### src/rtl/canny_pkg.sv
// Shared types and default geometry for the canny pixel feeder.
package canny_pkg;

  localparam int IMG_W_DEF = 320;
  localparam int IMG_H_DEF = 240;
  localparam int PIX_W_DEF = 8;

  typedef enum logic [1:0] {
    IDLE  = 2'd0,
    RUN   = 2'd1,
    DRAIN = 2'd2,
    DONE  = 2'd3
  } feeder_state_t;

  typedef struct packed {
    logic sof;
    logic eol;
    logic eof;
  } pix_flags_t;

endpackage

### src/rtl/canny_feeder_skid.sv
// Two-entry pixel+flag buffer absorbing the frame-RAM read latency; zero-latency head, pops on out_valid&out_ready.
// No input-side backpressure: the producer must never push into a full buffer without a same-cycle pop.
module canny_feeder_skid
  import canny_pkg::*;
#(
  parameter int PIX_W = PIX_W_DEF
) (
  input  logic             clk,
  input  logic             clear,
  input  logic             in_valid,
  input  logic [PIX_W-1:0] in_pixel,
  input  logic             in_sof,
  input  logic             in_eol,
  input  logic             in_eof,
  output logic             out_valid,
  input  logic             out_ready,
  output logic [PIX_W-1:0] out_pixel,
  output logic             out_sof,
  output logic             out_eol,
  output logic             out_eof,
  output logic [1:0]       count
);

  localparam int ENT_W = PIX_W + 3;

  logic [ENT_W-1:0] ent0, ent1, in_ent;
  logic [1:0]       cnt;
  logic             pop;

  assign in_ent    = {in_pixel, in_sof, in_eol, in_eof};
  assign out_valid = (cnt != 2'd0);
  assign pop       = out_valid & out_ready;
  assign count     = cnt;

  // Head is forced to zero when empty so idle outputs read as all-zero.
  assign {out_pixel, out_sof, out_eol, out_eof} = out_valid ? ent0 : '0;

  always_ff @(posedge clk) begin
    if (clear) begin
      cnt  <= 2'd0;
      ent0 <= '0;
      ent1 <= '0;
    end else begin
      unique case ({in_valid, pop})
        2'b10: begin
          if (cnt == 2'd0) ent0 <= in_ent;
          else             ent1 <= in_ent;
          cnt <= cnt + 2'd1;
        end
        2'b01: begin
          ent0 <= ent1;
          cnt  <= cnt - 2'd1;
        end
        2'b11: begin
          if (cnt == 2'd1) begin
            ent0 <= in_ent;
          end else begin
            ent0 <= ent1;
            ent1 <= in_ent;
          end
        end
        default: ;
      endcase
    end
  end

endmodule

### src/rtl/canny_pixel_feeder.sv
// Streams a frame from frame RAM in raster order with sof/eol/eof; start->out_valid 3 cycles, 1 pixel/cycle, reads throttled by buffer credit.
// Define CANNY_FEEDER_CONT_EN to stream frames back-to-back after one start.
module canny_pixel_feeder
  import canny_pkg::*;
#(
  parameter int IMG_W  = IMG_W_DEF,
  parameter int IMG_H  = IMG_H_DEF,
  parameter int PIX_W  = PIX_W_DEF,
  parameter int ADDR_W = 17
) (
  input  logic              clk,
  input  logic              reset,
  input  logic              start,
  input  logic              abort,
  output logic              mem_rd_en,
  output logic [ADDR_W-1:0] mem_addr,
  input  logic [PIX_W-1:0]  mem_rd_data,
  output logic              out_valid,
  input  logic              out_ready,
  output logic [PIX_W-1:0]  out_pixel,
  output logic              out_sof,
  output logic              out_eol,
  output logic              out_eof,
  output logic              busy,
  output logic              frame_done
);

  localparam int COL_W = (IMG_W > 1) ? $clog2(IMG_W) : 1;
  localparam int ROW_W = (IMG_H > 1) ? $clog2(IMG_H) : 1;

  feeder_state_t    state, state_nxt;
  logic [COL_W-1:0] col;
  logic [ROW_W-1:0] row;
  logic [ADDR_W-1:0] addr;
  logic             pend;
  pix_flags_t       pend_flags, rd_flags;
  logic [1:0]       buf_cnt;
  logic [2:0]       occ;
  logic             kill, xfer, last_col, last_rd;

  assign kill     = reset | abort;
  assign xfer     = out_valid & out_ready;
  assign last_col = (col == COL_W'(IMG_W - 1));
  assign last_rd  = last_col && (row == ROW_W'(IMG_H - 1));

  // Credit: entries left after this cycle's pop plus the read landing this cycle.
  assign occ       = {1'b0, buf_cnt} + {2'b00, pend} - {2'b00, xfer};
  assign mem_rd_en = (state == RUN) && !kill && (occ < 3'd2);
  assign mem_addr  = addr;

  assign rd_flags.sof = (addr == '0);
  assign rd_flags.eol = last_col;
  assign rd_flags.eof = last_rd;

  assign busy       = (state == RUN) || (state == DRAIN);
  assign frame_done = (state == DONE);

  always_comb begin
    state_nxt = state;
    unique case (state)
      IDLE:  if (start) state_nxt = RUN;
      RUN:   if (mem_rd_en && last_rd) state_nxt = DRAIN;
      DRAIN: if (xfer && out_eof) state_nxt = DONE;
`ifdef CANNY_FEEDER_CONT_EN
      DONE:  state_nxt = RUN;
`else
      DONE:  state_nxt = IDLE;
`endif
      default: state_nxt = IDLE;
    endcase
    if (abort) state_nxt = IDLE;
  end

  always_ff @(posedge clk) begin
    if (reset) state <= IDLE;
    else       state <= state_nxt;
  end

  // Counters return to zero on the last read, so a restart always begins at address 0.
  always_ff @(posedge clk) begin
    if (kill) begin
      col  <= '0;
      row  <= '0;
      addr <= '0;
    end else if (mem_rd_en) begin
      if (last_col) begin
        col <= '0;
        row <= last_rd ? '0 : row + ROW_W'(1);
      end else begin
        col <= col + COL_W'(1);
      end
      addr <= last_rd ? '0 : addr + ADDR_W'(1);
    end
  end

  // Clearing pend on abort/reset drops any read data still in flight.
  always_ff @(posedge clk) begin
    if (kill) begin
      pend       <= 1'b0;
      pend_flags <= '0;
    end else begin
      pend <= mem_rd_en;
      if (mem_rd_en) pend_flags <= rd_flags;
    end
  end

  canny_feeder_skid #(
    .PIX_W(PIX_W)
  ) u_skid (
    .clk      (clk),
    .clear    (kill),
    .in_valid (pend),
    .in_pixel (mem_rd_data),
    .in_sof   (pend_flags.sof),
    .in_eol   (pend_flags.eol),
    .in_eof   (pend_flags.eof),
    .out_valid(out_valid),
    .out_ready(out_ready),
    .out_pixel(out_pixel),
    .out_sof  (out_sof),
    .out_eol  (out_eol),
    .out_eof  (out_eof),
    .count    (buf_cnt)
  );

endmodule

### config.mk
export PLATFORM = sky130hd
export DESIGN_NAME = canny_pixel_feeder
export DESIGN_NICKNAME = d
export VERILOG_FILES = /design/src/rtl/canny_pkg.sv /design/src/rtl/canny_feeder_skid.sv /design/src/rtl/canny_pixel_feeder.sv
export SDC_FILE = /design/constraint.sdc
export NUM_CORES = 1
export LEC_CHECK = 0
export CAP_MARGIN = 20
export CORE_ASPECT_RATIO = 0.8
export CORE_MARGIN = 2
export CORE_UTILIZATION = 50
export DETAILED_ROUTE_END_ITERATION = 8
export DONT_BUFFER_PORTS = 1
export PLACE_DENSITY = 0.73
export SLEW_MARGIN = 20
export SYNTH_ARGS = -nofsm -noshare
export SYNTH_HDL_FRONTEND = slang
export SYNTH_SLANG_ARGS = --single-unit
### constraint.sdc
create_clock -name clk -period 5.4 [get_ports clk]
set_input_delay 1.08 -clock clk [delete_from_list [all_inputs] [get_ports clk]]
set_output_delay 1.08 -clock clk [all_outputs]
set_load 0.05 [all_outputs]
======== After elaboration in Yosys (flattened, before gate mapping) ========
Index checks and enable logic that the tools add are counted.
word-level totals
  bits of input ports ..................... 13
  register bits ........................... 64
  logic and storage cells ................. 70
cells by class
  reductions and logical operators ........ 19
  add/subtract/negate cells ............... 7
  multiplexer cells ....................... 15
  bitwise gates (word level) .............. 2
  equal/unequal tests ..................... 15
  $lt $le $gt $ge ......................... 1
operators by type and width
  cell                                                    count
  two-way mux 11 bit                                      5
  one-hot mux 11 bit (3 select lines)                     1
  one-hot mux 11 bit (2 select lines)                     1
  adder 17 x 1 -> 17 bit (second input constant)          1
  logical NOT 17 bit                                      1
  two-way mux 17 bit                                      1
  adder 9 x 1 -> 9 bit (second input constant)            1
  == test 9 bit (second input constant)                   1
  two-way mux 9 bit                                       1
  adder 8 x 1 -> 8 bit (second input constant)            1
  == test 2 bit (second input constant)                   4
  == test 8 bit (second input constant)                   1
  two-way mux 8 bit                                       1
  one-hot mux 2 bit (4 select lines)                      1
  == test 2 x 1 -> 1 bit (second input constant)          3
  two-way mux 2 bit                                       3
  inequality test 2 x 1 -> 1 bit (second input constant)  3
  inequality test 2 bit (second input constant)           3
  AND reduction 3 bit                                     2
  nonzero test 2 bit                                      3
  logical AND 1 bit                                       5
  logical NOT 2 bit                                       2
  one-hot mux 2 bit (2 select lines)                      1
  AND reduction 2 bit                                     2
  11 further kinds                                        11

======== Logic depth before layout (Yosys ltp) ========
Gate-level depths: netlist (run 1).
  word-level depth ........................ 8
  gate-level depth with buffers ........... 13
  mapped depth without buffers ............ 12

======== Modules after synthesis ========
From an unflattened synthesis (run 1), not the netlist that was laid out.
second synthesis, totals
  cell total of the unflattened synthesis .. 401
  area, all modules ....................... 3459.6 µm²
by module, submodules not included
  module              cells each  times used  area each (µm²)  sequential area each (µm²)
  canny_pixel_feeder  246         1           2108.3           800.8
  canny_feeder_skid   155         1           1351.3           480.5

======== Least setup slack after synthesis (run 1) ========
No wires, ideal clock.
  kind .................................... input-to-output
  start point ............................. input out_ready
  end point ............................... output mem_rd_en
  data required time ...................... 4320 ps
  data arrival time ....................... 2860 ps
  cell stages on the path ................. 8
  path buffers ............................ 1
  path slack .............................. 1460 ps
  path through ............................ nand2b_1 > nor2_1 > o21ai_0 > fa_1 > and4bb_2 > buf_4 > nand2_1 > inv_1
between the ends
  cells in the longest elaborated chain, start to end .. 4
ends and longest elaborated chain
  element                              RTL line                  text
  from (decl)                          canny_pixel_feeder.sv:19  input logic out_ready,
  bitwise AND 1 bit                    canny_pixel_feeder.sv:42  assign xfer = out_valid & out_ready;
  subtractor 3 x 1 -> 3 bit            canny_pixel_feeder.sv:47  assign occ = {1'b0, buf_cnt} + {2'b00, pend} - {2'b00, xfer};
  less-than comparator 3 x 2 -> 1 bit  canny_pixel_feeder.sv:48  assign mem_rd_en = (state == RUN) && !kill && (occ < 3'd2);
  logical AND 1 bit                    canny_pixel_feeder.sv:48
  to (decl)                            canny_pixel_feeder.sv:15  output logic mem_rd_en,
Every way passes these cells.

======== Worst setup path in the final report (run 1) ========
  start point ............................. register u_skid.cnt[1], in the netlist u_skid.count[1]
  end point ............................... output mem_rd_en
between the ends
  cells in the longest elaborated chain, start to end .. 5
  elaborated cells on any way between the ends .. 6
  classes of those cells .................. 2 x add/sub; 1 x order compare; 1 x bitwise; 2 x reduce/logical
ends and longest elaborated chain
  element                                                       RTL line                  text
  from (decl)                                                   canny_feeder_skid.sv:27   logic [1:0] cnt;
  from (signal assigned)                                        canny_feeder_skid.sv:48   cnt <= cnt + 2'd1;
  from (signal assigned)                                        canny_feeder_skid.sv:52   cnt <= cnt - 2'd1;
  branches (longest 2 deep; another with adder 2 x 1 -> 3 bit)  n/a
  subtractor 3 x 1 -> 3 bit *                                   canny_pixel_feeder.sv:47
  less-than comparator 3 x 2 -> 1 bit *                         canny_pixel_feeder.sv:48
  logical AND 1 bit *                                           canny_pixel_feeder.sv:48
Every way passes the cells marked *.

==> metrics.md, run 1 <==
| Metric | Value |
|---|---|
| Clk pwr share | between 40% and 50% |
| Worst slew margin | between 20% and 30% |
| Setup TNS | 0 ns |
| CTS tree | yes |
| Post-synth cell types | between 40 and 50 |
| Total die area | between 0.007 and 0.008 mm² |
| Port buffer count | 0 |
| Worst setup path category | flip-flop to output port |
| Row cnt | 25 |
| Routed WL | about 7.0 mm |
| Pins Over Slew Limit | 0 |
| Gr usage total | 20.8% |
| Critical-path top delay cell | fa_1 |
| Cell leakage power | between 1 and 1.5 nW |
| Synth Cell Area | 0.00317 mm² |
| CTS clk-pin slew, worst paths | ~0.070 ns |
| Die X-Extent | just over 90 µm |
| Hold Crit Class | flip-flop to flip-flop |
| First-pass DRT Iterations | 4 |
| Clock Latency Late Sink | roughly 0.35 ns |
| Post-synth EDFFs | 0 |
| First-pass GRT wire length | around 11 mm |
| Core area | between 0.006 and 0.007 mm² |
| Num Clock Sinks | 64 |
| Sw power | about 0.23 mW |
| Worst path cell trace | inv_1, ha_1, nand2b_1, nor2_1, o21ai_0, fa_1, and4bb_2, nand2_1, inv_1 |
| Post-CTS Hold Buffers | 0 |
| Fmax | approximately 210 MHz |
| Met1 usage | between 20% and 30% |
| Tot Pwr | between 0.9 and 1 mW |
| Vias after detailed routing | between 2000 and 3000 |
| H-tree depth | 3 |
| Syn_nets | between 300 and 400 |
| Top-count cell post-synth | dfxtp_1 |
| Arrival time at the worst endpoint | approximately 3.8 ns |
| FF+latch count, synth | 64 |
| Critical Path Max Stage Delay | 0.57 ns |
| GRT Residual Overflow | 0 |
| PwrDens | between 200 and 300 mW/mm² |
| Mean Syn Cell Area | around 8.8 µm² |
| Synth cell count leaders | dfxtp_1, nor2_1, o21ai_0 |
| Busiest layer in global routing | met2 |
| Main flop type after synthesis | dfxtp_1 |
| P&R area growth vs syn | 8.47% |
| Status | finished, final reports clean |
| Async S/R FF share, synth | 0% |
| Largest net degree at the start of global routing | 22 |
| Max IR drop VDD | 0.000169 V |
| Vias in the first global route | 2314 |
| Number of routed nets with antenna violations | 0 |
| Startpoint Class | flip-flop |
| Syn. warnings | 0 |
| Post-layout nets | slightly below 400 |
| GPL Wtd Cong | 0.853 |
| Layout cell share with drive strength beyond 1 | approximately 8.5% |
| Grt met2 use | around 31% |
| Fill cell count | roughly 530 |
| CTS root buf | clkbuf_8 |
| CP endpoint kind | output port |
| Post-CTS Setup Inserts | 0 |
| Top delay family on crit path | simple AND/OR/NAND/NOR gates |
| Max cap viols | 0 |
| CTS resizes | 0 |
| Via/cell ratio | 5.74 |
| Setup violations, final | 0 |
| Drt wl/cell | between 15 and 20 µm |
| Clock skew | approximately 0.0096 ns |
| Sequential area share after synthesis | just over 40% |
| Crit path buffers/inverters | 2 |
| Clock Tree Buf Depth | 2 |
| DRC | 0 |
| Die Ht | about 75 µm |
| Switch share | between 20% and 30% |
| Ant diodes | 0 |
| # IOs | 45 |
| Gate Count Post-Synth | 360 |
| GR met3 Demand/Resource | roughly 7.6% |
| Post-DP HPWL | about 4.8 mm |
| Synth area leader | dfxtp_1 |
| Area contributors post-synth | dfxtp_1, ha_1, nor2_1 |
| CP most frequent cell | inv_1 |
| Yosys top cell area share | about 40% |
| CTS Buf Count | 9 |
| Power Internal | 0.718 mW |
| Initial antenna violation count | 0 |
| Critical path fanouts, max | 18 |
| Worst-Margin Slew | 1.17 ns |
| Critical path data required time | about 4.3 ns |
| RSZ-0062 raised after global routing | false |
| Final hold viol count | 0 |
| Combinational power share | a little over 5% |
| Sequential power share | 50.4% |
| Initial Utilization | 52.6% |
| Period utilization | around nine tenths |
| Tmin final | between 4 and 5 ns |
| DR iter-0 viols | around 150 |
## cell families after synthesis
kind of cell / synth area share [%]
and+or+nand+nor: 26.6
AOI/OAI and AO/OA: 14.5
DFF: 40.4
buffers and inverters: 3.74
xor gates and xnor gates: 5.01
muxes: 4.41
adders and majority gates: 5.36
## worst min-delay path: stages, from the launching register on
cell	delay, ns
dfxtp_1	0.33
nand2_1	0.06
o21ai_0	0.06
## worst paths after layout
kind | startpoint | to | slack (ns) | cells past startpoint
setup reg to reg | u_skid.count[1]$_SDFFE_PP0P_ | mem_addr[1]$_SDFFE_PP0N_ | 1.59 | 11
setup / recovery | u_skid.count[1]$_SDFFE_PP0P_ | mem_rd_en | 0.54 | 9
hold / removal | col[1]$_SDFFE_PP0N_ | col[1]$_SDFFE_PP0N_ | 0.48 | 2
hold reg to reg | col[1]$_SDFFE_PP0N_ | col[1]$_SDFFE_PP0N_ | 0.48 | 2
## state kept, by name (all words and copies together) (netlist names)
register	count
mem_addr	17
u_skid.ent0	11
u_skid.ent1	11
col	9
row	8
pend_flags	3
state	2
u_skid.count	2
pend	1
## per-stage QoR
stage	hold slack (ns)	util, %	cells	setup slack [ns]	cell area [µm²]
5_1_grt	0.519	57.0	445	0.254	3440
3_3_place_gp	0.468	53.6	429	0.987	3240
4_1_cts	0.487	57.0	445	0.497	3440
3_5_place_dp	0.477	53.6	429	0.885	3240
2_1_floorplan	0.449	-	360	1.46	3170
6_report	0.485	57.0	445	0.537	3440
## power groups by stage
stage	Sequential (mW)	Clock, mW	Combinational, mW
final	0.479	0.423	0.0483
after detailed placement	0.490	0	0.0481
after floorplan	0.489	0	0.0398
after global routing	0.479	0.451	0.0529
after CTS	0.479	0.430	0.0483
after global placement	0.489	0	0.0470
## routing by layer
metal,vias up,wire length (µm)
met5,-,0
met4,0,85
met3,6,634
met2,72,3000
met1,1184,3270
li1,1292,-
## final cells by class
type / count / area (µm²) / area share (%)
Inverter: 14 / 52.6 / 1.53
Multi-Input combinational cell: 267 / 1780 / 51.7
Clock buffer: 10 / 138 / 4.00
Clock inverter: 6 / 68.8 / 2.00
Timing Repair Buffer: 3 / 22.5 / 0.654
Tap cell: 81 / 101 / 2.94
Sequential cell: 64 / 1280 / 37.2
## cell usage in the layout, fill, tap and decap left out, types with 2 or more instances in the layout
| master | Yosys | routed |
|---|---|---|
| clkbuf_8 | 0 | 10 |
| and2_1 | 3 | 3 |
| and3_1 | 4 | 4 |
| ha_1 | 12 | 12 |
| mux2i_1 | 14 | 14 |
| and4bb_2 | 2 | 2 |
| xnor2_1 | 7 | 7 |
| nor3_1 | 2 | 2 |
| a221oi_1 | 11 | 11 |
| a211oi_1 | 2 | 2 |
| or2_2 | 2 | 2 |
| nand2_1 | 22 | 22 |
| nand3b_1 | 4 | 4 |
| xor2_1 | 8 | 8 |
| nand4_1 | 8 | 8 |
| nor2b_1 | 13 | 13 |
| o31ai_1 | 4 | 3 |
| nor4bb_1 | 2 | 2 |
| nor2_1 | 40 | 40 |
| o21ai_0 | 29 | 29 |
| or3_1 | 14 | 14 |
| o21a_1 | 2 | 2 |
| clkinv_4 | 0 | 3 |
| and4_1 | 3 | 3 |
| nor4_1 | 7 | 7 |
| buf_4 | 1 | 3 |
| or4_1 | 3 | 3 |
| dfxtp_1 | 64 | 64 |
| a21oi_1 | 23 | 23 |
| nand3_1 | 12 | 12 |
| inv_1 | 14 | 14 |
Power figures use the tool's default switching activity.
==> inputs of run 2 (changes only) <==
--- a/config.mk
+++ b/config.mk
@@ -12,7 +12,7 @@
 export DETAILED_ROUTE_END_ITERATION = 8
 export DONT_BUFFER_PORTS = 1
 export PLACE_DENSITY = 0.73
-export SLEW_MARGIN = 20
+export SLEW_MARGIN = 10
 export SYNTH_ARGS = -nofsm -noshare
 export SYNTH_HDL_FRONTEND = slang
 export SYNTH_SLANG_ARGS = --single-unit
==> constraint.sdc (replaced) <==
create_clock -name clk -period 5.4 [get_ports clk]
set_input_delay 1.08 -clock clk [delete_from_list [all_inputs] [get_ports clk]]
set_output_delay 1.08 -clock clk [all_outputs]
set_load 0.01 [all_outputs]
==> run 2 against run 1 <==
Effect of this change:
- combinational power shrank 11%
- highest routed layer unchanged
- critical path depth did not move
- sequential power barely moved
- final cell count stayed put
- largest power group is now the clock network
==> metrics.md, run 2 (synthesis gave the netlist of run 1 again) <==
| Metric | Value |
|---|---|
| Status | finished, final reports clean (unchanged) |
| CP endpoint kind | output port (unchanged) |
| Post-CTS Setup Inserts | 0 (unchanged) |
| Vias in the first global route | 2329 (was 2314) |
| Initial Utilization | 52.6% (unchanged) |
| Startpoint Class | flip-flop (unchanged) |
| Routed WL | 6.87 mm (was 6.99 mm) |
| Wl on met1 | 3.32 mm (was 3.27 mm) |
| CTS resizes | 0 (unchanged) |
| PwrDens | 297 mW/mm² (was 276 mW/mm²) |
| Via/cell ratio | 5.83 (was 5.74) |
| First-pass GRT wire length | 11.4 mm (was 11.2 mm) |
| RSZ-0062 raised after global routing | false (unchanged) |
| Most common cell after layout, fill and taps aside | dfxtp_1 (unchanged) |
| Max cap viols | 0 (unchanged) |
| Gr usage total | 20.9% (was 20.8%) |
| Wire length on met2 | 3.04 mm (was 3.00 mm) |
| Worst-Margin Slew | 1.01 ns (was 1.17 ns) |
| Pins Over Slew Limit | 0 (unchanged) |
| Num Clock Sinks | 64 (unchanged) |
| Core area | 0.00604 mm² (unchanged) |
| Placement Cell Area | 0.00324 mm² (unchanged) |
| Setup violations, final | 0 (unchanged) |
| Hold Crit Class | flip-flop to flip-flop (unchanged) |
| Worst setup path category | flip-flop to output port (unchanged) |
| Worst slew margin | 31.7% (was 21.1%) |
| Clock Latency Late Sink | 0.34 ns (was 0.35 ns) |
| H-tree depth | 3 (unchanged) |
| Critical path data required time | 4.32 ns (about the same) |
| Die Ht | 75.3 µm (unchanged) |
| Period utilization | 87.0% (was 90.1%) |
| DRC | 0 (unchanged) |
| Vias after detailed routing | 2595 (was 2554) |
| Layout cell share with drive strength beyond 1 | 8.52% (unchanged) |
| Critical path fanouts, max | 18 (unchanged) |
| # IOs | 45 (unchanged) |
| Row cnt | 25 (unchanged) |
| Arrival time at the worst endpoint | 3.62 ns (was 3.78 ns) |
| Clock Tree Buf Depth | 2 (unchanged) |
| Largest net degree at the start of global routing | 22 (unchanged) |
| Final hold viol count | 0 (unchanged) |
| Max FFs per register | 17 (unchanged) |
| Port buffer count | 0 (unchanged) |
| Die X-Extent | 93.1 µm (unchanged) |
| Post-layout nets | 385 (unchanged) |
| Max IR drop VDD | 0.000194 V (was 0.000169 V) |
| Drt wl/cell | 15.4 µm (was 15.7 µm) |
| Total die area | 0.00701 mm² (unchanged) |
| Post-DP HPWL | 4.85 mm (was 4.83 mm) |
| Ant diodes | 0 (unchanged) |
| CTS root buf | clkbuf_8 (unchanged) |
| Clock skew | 0.00629 ns (was 0.00959 ns) |
| CTS tree | yes (unchanged) |
| GPL Wtd Cong | 0.845 (was 0.853) |
| Cell leakage power | 1.18 nW (was 1.16 nW) |
| CTS Buf Count | 9 (unchanged) |
| Commonest non-fill, non-tap cells in the layout | dfxtp_1, nor2_1, o21ai_0, a21oi_1, nand2_1 (unchanged) |
| Tmin final | 4.70 ns (was 4.86 ns) |
| Top routing layer in use | met4 (unchanged) |
| GRT Residual Overflow | 0 (unchanged) |
| Setup TNS | 0 ns (unchanged) |
| DR iter-0 viols | 143 (was 147) |
| P&R area growth vs syn | 9.81% (was 8.47%) |
| Post-CTS Hold Buffers | 0 (unchanged) |
| DR WL met3 | 439 µm (was 634 µm) |
| Number of routed nets with antenna violations | 0 (unchanged) |
| First-pass DRT Iterations | 4 (unchanged) |
| Fmax | 213 MHz (was 206 MHz) |
| Initial antenna violation count | 0 (unchanged) |
| Final Cell Area | 0.00349 mm² (was 0.00344 mm²) |
| CTS clk-pin slew, worst paths | 0.08 ns (was 0.07 ns) |
[run 2: final timing paths]
path	from	end	slack (ns)	cells past startpoint
setup / recovery	u_skid.count[1]$_SDFFE_PP0P_	mem_rd_en	0.70	9
setup reg to reg	u_skid.count[1]$_SDFFE_PP0P_	mem_addr[14]$_SDFFE_PP0N_	1.65	11
hold reg to reg	row[7]$_SDFFE_PP0P_	row[7]$_SDFFE_PP0P_	0.49	2
hold / removal	row[7]$_SDFFE_PP0P_	row[7]$_SDFFE_PP0P_	0.49	2
[run 2: cell type report]
class | count | area [µm²]
multi-input cells | 267 | 1780
inverters | 14 | 52.6
repair buffers | 3 | 22.5
clock buffers | 9 | 124
flip-flops and latches | 64 | 1280
clock inverters | 7 | 125
well taps | 81 | 101
fillers | 549 | 2550
[run 2: worst max-delay path: stages (launching register included)]
cell	delay, ns
dfxtp_1	0.51
inv_1	0.14
ha_1	0.41
nand2b_1	0.30
nor2_1	0.18
o21ai_0	0.14
fa_1	0.57
and4bb_2	0.40
nand2_1	0.31
inv_1	0.32
[run 2: power breakdown]
part / total [mW] / leakage [nW] / internal [mW] / switching [mW]
clock network: 0.515 / 0.125 / 0.312 / 0.203
registers: 0.478 / 0.516 / 0.475 / 0.00326
logic: 0.0432 / 0.540 / 0.0154 / 0.0278
total: 1.04 / 1.18 / 0.803 / 0.234
[run 2: per-stage QoR]
stage,power [mW],hold slack [ns],std cells,utilization [%],setup WS (ns)
after floorplan,0.524,0.449,360,-,1.69
after global placement,0.532,0.471,429,53.6,1.21
after detailed placement,0.533,0.478,429,53.6,1.10
after CTS,1.04,0.492,445,57.7,0.711
after global routing,1.07,0.526,445,57.7,0.475
final,1.04,0.491,445,57.7,0.700
[run 2: layer usage]
layer  up-vias  GRT usage [%]
li1       1298              -
met1      1233           28.2
met2        57           31.9
met3         7           7.51
met4         0           6.37
met5         -              0
==> edit 1 (flow settings as in run 2) <==
The parameter `ADDR_W` goes from 17 to 34.
--- a/src/rtl/canny_pixel_feeder.sv
+++ b/src/rtl/canny_pixel_feeder.sv
@@ -8,3 +8,3 @@
   parameter int PIX_W  = PIX_W_DEF,
-  parameter int ADDR_W = 17
+  parameter int ADDR_W = 34
 ) (
Interface: changed (resized mem_addr); port bits go from 45 to 62. The function was not compared with the original's and may differ.
==> edit 1 against run 2 <==
  * Largest cell class unchanged
  * Synthesized area increased by 23%
  * Sequential cell count increased by 17
  * Die area increased by 22%
  * Utilization decreased by 2.1 points
  * Synthesized cell count increased by 28%
  * Count of clock-buffer cells in the layout unchanged
  * Worst setup slack about the same
  * Cell area increased by 20%
  * Critical endpoint unchanged
  * Wire length increased by 30%
  * Clock skew increased by 0.0019 ns
  * Total power increased by 5.2%
  * Critical path depth increased by 2
  * First-iteration DRC count increased by 20%
  * Critical path type unchanged
  * Maximum frequency about the same
==> edit 1: results (changes against run 2) <==
* Status: finished, final reports clean
* Drt initial violations at 171 (+20%)
* Least-Margin Pin Slew at 0.8766 ns (-0.1375 ns)
* First-pass GRT wire length at 14770 microns (+30%)
* Register area share after synthesis at 41.46% (+1.1 points)
* Met2 Usage GRT at 34.36% (+2.5 points)
* Met2 wire len at 4353 microns (+43%)
* DR pass1 iterations at 4 (unchanged)
* Seq group at 0.602 mW (+26%)
* Maximum fanout along the worst path at 21 (+3)
* GRT Util Overall at 21.41% (+0.49 points)
* Share of flip-flops with an asynchronous set or reset at 0% (unchanged)
* Synth Register Bits at 81 (+27%)
* Gate power share at 3.5% (-0.7 points)
* NetSw at 0.2599 mW (+11%)
* Post-place setup slack at 1.045 ns (-0.05097 ns)
* Vias per cell at 5.674 (-2.7%)
* CP max stage cell: or2_1
* Vias at 3200 (+23%)
* Met1 usage at 28.74% (+0.55 points)
* Placed cell areas at 3966 sq um (+23%)
* Post-synth top cells: dfxtp_1 (81), nor2_1 (77), nand2_1 (28), xor2_1 (26), nand4_1 (22)
* Post-layout nets at 480 (+25%)
* Ranking of synthesized cells by area: dfxtp_1 (41%), nor2_1 (7.4%), xor2_1 (5.8%)
* Skew final at 0.008225 ns (+0.001934 ns)
* Cell Int Power at 0.8302 mW (+3.4%)
* Family with the most delay on the worst path: adder cells
* Wirelength per Cell at 15.79 microns (+2.4%)
* Mapped Nets at 487 (+26%)
* Post_cts resized at 0 (unchanged)
* Placer congestion estimate at 0.8389 (-0.66%)
* Leak at 1.386 nW (+17%)
* HPWL after DPL at 6204 microns (+28%)
* Routed wl met3 at 547 microns (+25%)
* Vias in the first global route at 3024 (+30%)
* Fill count at 729 (+33%)
* Share of layout cells above drive strength 1 at 7.407% (-1.1 points)
* Synth cell types at 45 (unchanged)
* M3 GR Usage at 5.892% (-1.6 points)
* Post-Place Cells at 547 (+28%)
* Clock Path Buffers at 2 (unchanged)
* Max reg flops at 34 (+17)
* Pin count of the biggest net entering global routing at 41 (+86%)
[edit 1: kinds of logic (layout without fill, tap and decap cells)]
logic type               Yosys count  count (layout)  synth area share [%]
multiplexers                      11              11                 2.815
AND/OR/NAND/NOR                  216             216                 28.54
XOR/XNOR                          40              40                 8.957
flip-flops                        81              81                 41.46
AO/OA/AOI/OAI                     62              62                 9.629
adder cells (fa/ha/maj)           13              13                 4.351
buffers and inverters             38              36                 4.255
[edit 1: layout make-up]
class,count,area [sq um],area share [%]
multi-input combinational,342,2127,50.97
inverter,15,56.30,1.349
sequential,81,1622,38.86
timing repair buffer,5,35.03,0.8396
clock buffer,9,123.9,2.969
tap,105,131.4,3.148
clock inverter,7,77.57,1.859
[edit 1: path summary, 6_finish.rpt]
path                                       from          end  slack, ns  cells past startpoint
worst min register to register           col[1]       col[1]       0.48                      2
worst max register to register  u_skid.count[1]  mem_addr[4]       1.19                     15
worst max-delay path            u_skid.count[1]    mem_rd_en       0.70                     11
worst min-delay path                     col[1]       col[1]       0.48                      2
==> edit 2 (flow settings as in run 2) <==
Made on the original files. Re-encode `feeder_state_t` (4 states) as Gray code, 2 bits wide.
--- a/src/rtl/canny_pkg.sv
+++ b/src/rtl/canny_pkg.sv
@@ -8,6 +8,6 @@
   typedef enum logic [1:0] {
-    IDLE  = 2'd0,
-    RUN   = 2'd1,
-    DRAIN = 2'd2,
-    DONE  = 2'd3
+    IDLE  = 2'b00,
+    RUN   = 2'b01,
+    DRAIN = 2'b11,
+    DONE  = 2'b10
   } feeder_state_t;
Behaviour: same outputs for any inputs over 10 cycles, from zero or initial values; not proved beyond that.
==> edit 2 against run 2 <==
  * Cell area decreased by 4.1%
  * Sequential cell count did not move
  * Critical path type unchanged
  * Wire length is 3.2% higher
  * Critical endpoint unchanged
  * Synthesized area fell by 2.1%
  * First-iteration DRC count up 45%
  * Worst setup slack better by 0.041 ns
  * Sequential power is essentially flat
  * Critical path depth grew 1
  * Total power is 15% lower
==> edit 2: results (changes against run 2) <==
* Mapped Nets at 382 (-1.0%)
* Vias in the first global route at 2377 (+2.1%)
* Share of flip-flops with an asynchronous set or reset at 0% (unchanged)
* Worst Hold Class: reg -> reg
* Register area share after synthesis at 41.22% (+0.86 points)
* Worst-Skew Late Latency at 0.35 ns
* Post-Place Cells at 426 (-0.70%)
* Clk root buf: clkbuf_8
* Least-Margin Pin Slew at 0.9196 ns (-0.09454 ns)
* Synth cell types at 43 (-4.4%)
* DR pass1 iterations at 4 (unchanged)
* Final WL at 7086 microns (+3.2%)
* Vias at 2661 (+2.5%)
* HPWL after DPL at 4975 microns (+2.5%)
* Ranking of synthesized cells by area: dfxtp_1 (41%), a21oi_1 (4.8%), nor2_1 (4.8%)
* Cells after Synth at 360 (unchanged)
* Worst IR Drop VDD at 0.0001876 V (-3.1%)
* Non-Filler Instances at 443 (-0.45%)
* Worst-path clk slew at 0.07 ns
* H-tree depth at 3 (unchanged)
* Drt initial violations at 207 (+45%)
* Share of layout cells above drive strength 1 at 8.011% (-0.51 points)
* ANT cells at 0 (unchanged)
* Sw Share at 25.93% (+3.4 points)
* Antenna violations before repair at 0 (unchanged)
* Status: finished, final reports clean
* Skew final at 0.01032 ns (+0.004030 ns)
* Post-synth top cells: dfxtp_1 (64), nor2_1 (40), a21oi_1 (30), o21ai_0 (25), nand2_1 (16)
* GRT Util Overall at 21.78% (+0.86 points)
* Port bufs at 0 (unchanged)
* Clock Path Buffers at 2 (unchanged)
* Maximum fanout along the worst path at 26 (+8)
* Fill count at 562 (+2.4%)
* Leak at 1.059 nW (-10%)
* CP max stage cell: ha_1
* Crit-path max cell delay at 0.53 ns (-0.04 ns)
* Post_cts resized at 0 (unchanged)
* First-pass GRT wire length at 11750 microns (+3.1%)
* Placer congestion estimate at 0.7900 (-6.5%)
* Pin count of the biggest net entering global routing at 27 (+23%)
* Max reg flops at 17 (unchanged)
* Critical path arrival at 3.58 ns (-0.04 ns)
* Post-place setup slack at 1.142 ns (+0.04628 ns)
* YS warnings at 0 (unchanged)
* Post-CTS Setup Inserts at 0 (unchanged)
* Num CTS Buffers at 9 (unchanged)
-- edit 2: changes by cell type after synthesis, moves of 4 or more --
cell | run 2 | this run
nand2_1 | 22 | 16
o21ai_0 | 29 | 25
ha_1 | 12 | 8
or4_1 | 3 | 10
o31ai_1 | 4 | 11
a21oi_1 | 23 | 30
clkbuf_1 | 9 | 14
-- edit 2: kinds of logic (layout without fill, tap and decap cells) --
logic type,Yosys count,count (layout),share of synthesized area [%]
AND/OR/NAND/NOR,148,148,26.93
buffers and inverters,30,32,3.985
XOR/XNOR,12,12,3.382
AO/OA/AOI/OAI,84,84,16.43
adder cells (fa/ha/maj),9,9,3.865
multiplexers,13,13,4.187
flip-flops,64,64,41.22
-- edit 2: power by group through the flow --
stage	sequential [mW]	clock, mW	combinational (mW)
after CTS	0.477	0.381	0.0325
after floorplan	0.487	0	0.0266
after global routing	0.478	0.404	0.0366
after detailed placement	0.488	0	0.0325
after global placement	0.488	0	0.0320
final	0.477	0.374	0.0329
-- edit 2: worst paths after layout --
kind                         from       endpoint  slack [ns]  cells after the start
setup / recovery  u_skid.count[1]      mem_rd_en        0.74                     10
hold / removal      pend_flags[2]  pend_flags[2]        0.47                      2
setup reg to reg  u_skid.count[1]   mem_addr[11]        1.27                     12
hold reg to reg     pend_flags[2]  pend_flags[2]        0.47                      2
-- edit 2: metal layers --
metal	vias to the layer above	global-route usage, %	wire length, microns
li1	1318	-	-
met1	1276	28.82	3281
met2	60	33.91	3294
met3	7	7.599	438
met4	0	6.965	72
met5	-	0	0
-- edit 2: layout make-up --
cell class / count / area share [%]
clock buffers: 9 / 3.706
clock inverters: 7 / 1.647
inverters: 12 / 1.348
multi-input cells: 266 / 51.10
flip-flops and latches: 64 / 38.34
well taps: 81 / 3.033
repair buffers: 4 / 0.8237
-- edit 2: worst max-delay path, delay by kind of cell (launching register included) --
family	cells	cell delay, ns
simple gates	3	0.82
fa+ha+maj	2	0.96
compound gates	1	0.09
flops	1	0.36
buf+inv	3	0.61
xor+xnor	1	0.37
-- edit 2: per-stage QoR --
step | hold slack, ns | area (sq um)
after floorplan | 0.4491 | 3108
after global placement | 0.4650 | 3158
after detailed placement | 0.4672 | 3158
after CTS | 0.4772 | 3337
after global routing | 0.5050 | 3342
final | 0.4740 | 3342
